## src/rtl/cntr_checker_sat_cntr.sv

```systemverilog
// Saturating event counter; sticks at all-ones once reached.
module sat_cntr #(
  parameter int WIDTH = 8
) (
  input  logic             clk,
  input  logic             rst,
  input  logic             inc,
  output logic [WIDTH-1:0] cnt
);

  logic [WIDTH-1:0] cnt_q;

  function automatic logic [WIDTH-1:0] sat_inc(input logic [WIDTH-1:0] v);
    return (&v) ? v : v + WIDTH'(1);
  endfunction

  always_ff @(posedge clk) begin
    if (rst) begin
      cnt_q <= '0;
    end else if (inc) begin
      cnt_q <= sat_inc(cnt_q);
    end
  end

  assign cnt = cnt_q;

endmodule

```

## config.mk

```make
export PLATFORM = sky130hd
export DESIGN_NAME = sat_cntr
export DESIGN_NICKNAME = d
export VERILOG_FILES = /design/src/rtl/cntr_checker_sat_cntr.sv
export SDC_FILE = /design/constraint.sdc
export NUM_CORES = 1
export LEC_CHECK = 0
export BUFFER_PORTS_ARGS = -buffer_cell sky130_fd_sc_hd__buf_2
export CAP_MARGIN = 20
export CORE_AREA = 2 2 39 41
export DETAILED_ROUTE_END_ITERATION = 8
export DIE_AREA = 0 0 41 43
export SLEW_MARGIN = 20
export SYNTH_ARGS = -nofsm -noshare
export SYNTH_HDL_FRONTEND = slang
export SYNTH_SLANG_ARGS = --single-unit
```

## constraint.sdc

```tcl
create_clock -name clk -period 1.9 [get_ports clk]
set_input_delay 0.38 -clock clk [delete_from_list [all_inputs] [get_ports clk]]
set_output_delay 0.38 -clock clk [all_outputs]
set_load 0.005 [all_outputs]
```

### Word-level counts from Yosys, hierarchy flattened

Index checks and enable logic that the tools add are counted.

* flip-flop bits (word level): 8
* input port bits: 3
* output and inout port bits: 8
* word-level logic and storage cells: 5

* add/subtract/negate cells: 1
* bitwise gates (word level): 1
* reductions and logical operators: 2

Operators with widths (count)
* 8-bit by 1-bit adder with 8-bit output, second input constant: 1
* 8-bit AND reduction: 1
* 2-bit AND reduction: 1
* 1-bit NOT: 1

### Depth between registers and ports, before layout

* depth after elaboration: 3
* depth in mapped cells: 4
* mapped depth without buffers: 4

### Worst setup path after synthesis

No wires, ideal clock.

* path kind: flip-flop to flip-flop
* start point: register cnt_q[0] (netlist: cnt[0])
* end point: register cnt_q[0] (netlist: cnt[0])
* library setup time: 0.121 ns
* arrival time: 1.309 ns
* data required time: 1.779 ns
* path slack: 0.470 ns
* cell stages (with the launch flop): 5
* path buffers: 0
* clock period less this slack: 1.430 ns
* cells stage by stage: dfxtp_1 ha_1 and3_1 a21boi_2 mux2_4

* longest elaborated chain between the ends: 3
* elaborated cells on any way between the ends: 4
* those cells by class: add/sub (1); bitwise (1); reduce/logical (2)

RTL lines
* start, declared: RTL line 11 `logic [WIDTH-1:0] cnt_q;`
* start signal, assigned: RTL line 21 `cnt_q <= sat_inc(cnt_q);`
* branches (longest 3 deep; another with 8-bit by 1-bit adder with 8-bit output)

Parallel ways; which one is timed is not known.
A chain may end at the register's enable or synchronous reset.

### Worst setup path after layout

Ends and elaborated chain as after synthesis.

==> results.toml <==
[status]
outcome = "completed"

[critical_path]
cp_data_required_time_ns = 2.04
crit_chain = "ha_1 -> and3_1 -> a21boi_2 -> mux2_4"
worstPathMaxFanout = 6
crit_slowest_cell = "dfxtp_1"
crit_path_start_kind = "register"
worst-setup-path-type = "reg -> reg"
reg2regPathDepth = 4
worst_setup_path_end_kind = "register"
arrival_ns = 1.66
crit_path_max_incr_delay_ns = 0.35

[logic_synthesis]
synthCells = 45
yosys.cell_count.top_type = "dfxtp_1"
synth_nets = 49
synth_top_area_frac = 0.3636
synthTopCellsByArea = "dfxtp_1, mux2_4, a211oi_1"
synth_edf_count = 0
yosys_warnings = 0
ys_seq_elements = 8
synthesis.area_um2 = 440.4
synth_top_cells_by_count = "dfxtp_1, a211oi_1, a31oi_1, nor2_1, nor2b_1"
ys_seq_area_frac = 0.3636
ys_types = 25
synth_top_area_cell = "dfxtp_1"
syn_avg_cell_area_um2 = 9.787
async_flop_share = 0
yosys_most_used_dff = "dfxtp_1"

[floorplanning]
start_util = 0.3183
rows = 14
die_y_um = 43
die-area_um2 = 1763
num_io_pins = 11
core_um2 = 1384
die_w_um = 41

[global_routing]
grt_first_pass_wirelength_um = 1442
grt_pass1_vias = 333
gr-total-overflow = 0
antenna_found_initial = 0
grt.total_usage = 0.1258
grt_max_degree = 12

[power]
combPwrFrac = 0.083
p_per_area_nw_per_um2 = 661.7
swShare = 0.2419
power.leakage_nw = 0.2197
clockPowerShare = 0.399
net-switching-power_mw = 0.08271
p_seq_frac = 0.518
intPower_mw = 0.2592
finalPower_mw = 0.3419
peakVddDrop_v = 0.0002703

[cts]
post_cts_resized = 0
htreeDepth = 1
clk_path_buf_depth = 2
cts_tree = "done"
root_buffer = "clkbuf_4"
post_cts_buffers = 0
path_clk_slew_ns = 0.06
clk_latency_ns = 0.25
cts.sinks = 8
cts_inserted_buffers = 3
hold_buffers = 0

[finish]
multi_input_area_um2 = 252.7
fin_nets = 63
drive_gt1_frac = 0.3333
largest_reg_flops = 8
fillCellCount = 143
diodes = 0
areaGrowthSynthToFinish_pct = 17.33
seqCellArea_um2 = 160.2

[sta]
setup_tns_ns = 0
fin_worst_skew_ns = 0.003446
relSlewSlack = 0.8146
setup_viol = 0
worst_pin_slew_ns = 0.2781
rsz0062_at_grt = "false"
final_max_slew_viol_count = 0
fmax_mhz = 659.3
whs_ns = 0.4256
fin_crit_ns = 1.517
hold_viol_final = 0
fin_crit_sh = 0.7983
worst_slack_ns = 0.3832

[detailed_routing]
detail-route-antenna-nets = 0
drt_wl_total_um = 899
drt-vias-per-instance = 5.562
drc = 0
drt_iter0_drc = 10
wl_per_cell_um = 12.32
num_vias = 406
dr.pass1.iters = 4

[run]
maxCapViolCount = 0

[placement]
dp_slack_ns = 0.3884
place_hpwl_um = 633.5
gp_congestion = 0.6898
port-buffer-count = 10

[worst_hold_path]
holdPathStages = 2
min_path_type = "in -> reg"
[logic make-up after synthesis]
kind of cell / count (synthesis) / share of synthesized area
and+or+nand+nor: 18 / 0.2443
AOI/OAI and AO/OA: 12 / 0.2102
DFF: 8 / 0.3636
buffers and inverters: 3 / 0.06249
muxes: 3 / 0.09091
adders and majority gates: 1 / 0.02840
[layout by cell type, fill, tap and decap left out, drive strengths merged]
master / instances
nor3b: 1
and3: 2
a21oi: 2
and4: 2
a21boi: 1
a211oi: 3
mux2: 2
inv: 1
buf: 11
nor2: 3
ha: 1
clkbuf: 3
a311oi: 2
a41oi: 1
mux2i: 1
dfxtp: 8
nand4: 2
nor3: 1
nor2b: 3
a31oi: 3
nand2b: 2
nand2: 1
nand3: 1
[layout make-up]
class                      count  share of cell area
clock buffer                   3             0.04358
inverter                       1            0.007264
multi-input combinational     34              0.4891
sequential                     8              0.3099
tap                           16             0.03874
timing repair buffer          11              0.1114
[per-stage QoR]
step	cell area, um2	cells	utilization
floorplan	440.4	45	-
global placement	494.2	70	0.3571
detailed placement	494.2	70	0.3571
CTS	516.7	73	0.3734
global route	516.7	73	0.3734
finish	516.7	73	0.3734
[power by group through the flow]
stage / Sequential, mW / Combinational [mW] / Clock, mW
finish: 0.177 / 0.0284 / 0.136
detailed placement: 0.181 / 0.0287 / 0
global route: 0.178 / 0.0320 / 0.154
CTS: 0.177 / 0.0289 / 0.138
floorplan: 0.181 / 0.0182 / 0
global placement: 0.180 / 0.0289 / 0
[worst paths after layout]
check	startpoint	to	slack (ns)
worst max register to register	cnt[0]	cnt[0]	0.38
worst min-delay path	rst	cnt[2]	0.43
worst max-delay path	cnt[0]	cnt[0]	0.38
worst min register to register	cnt[5]	cnt[5]	0.53
[worst max-delay path: cells and delay by family (launching register included)]
family                   cells  cell delay, ns
multiplexers                 1            0.31
adder cells (fa/ha/maj)      1            0.28
AND/OR/NAND/NOR              1            0.25
flip-flops                   1            0.35
AO/OA/AOI/OAI                1            0.21
[routing by layer]
layer,wire length (um),GRT usage
met3,42,0.04712
met2,403,0.1625
met4,15,0.1000
met5,0,0
met1,438,0.1586
Power figures use the tool's default switching activity.
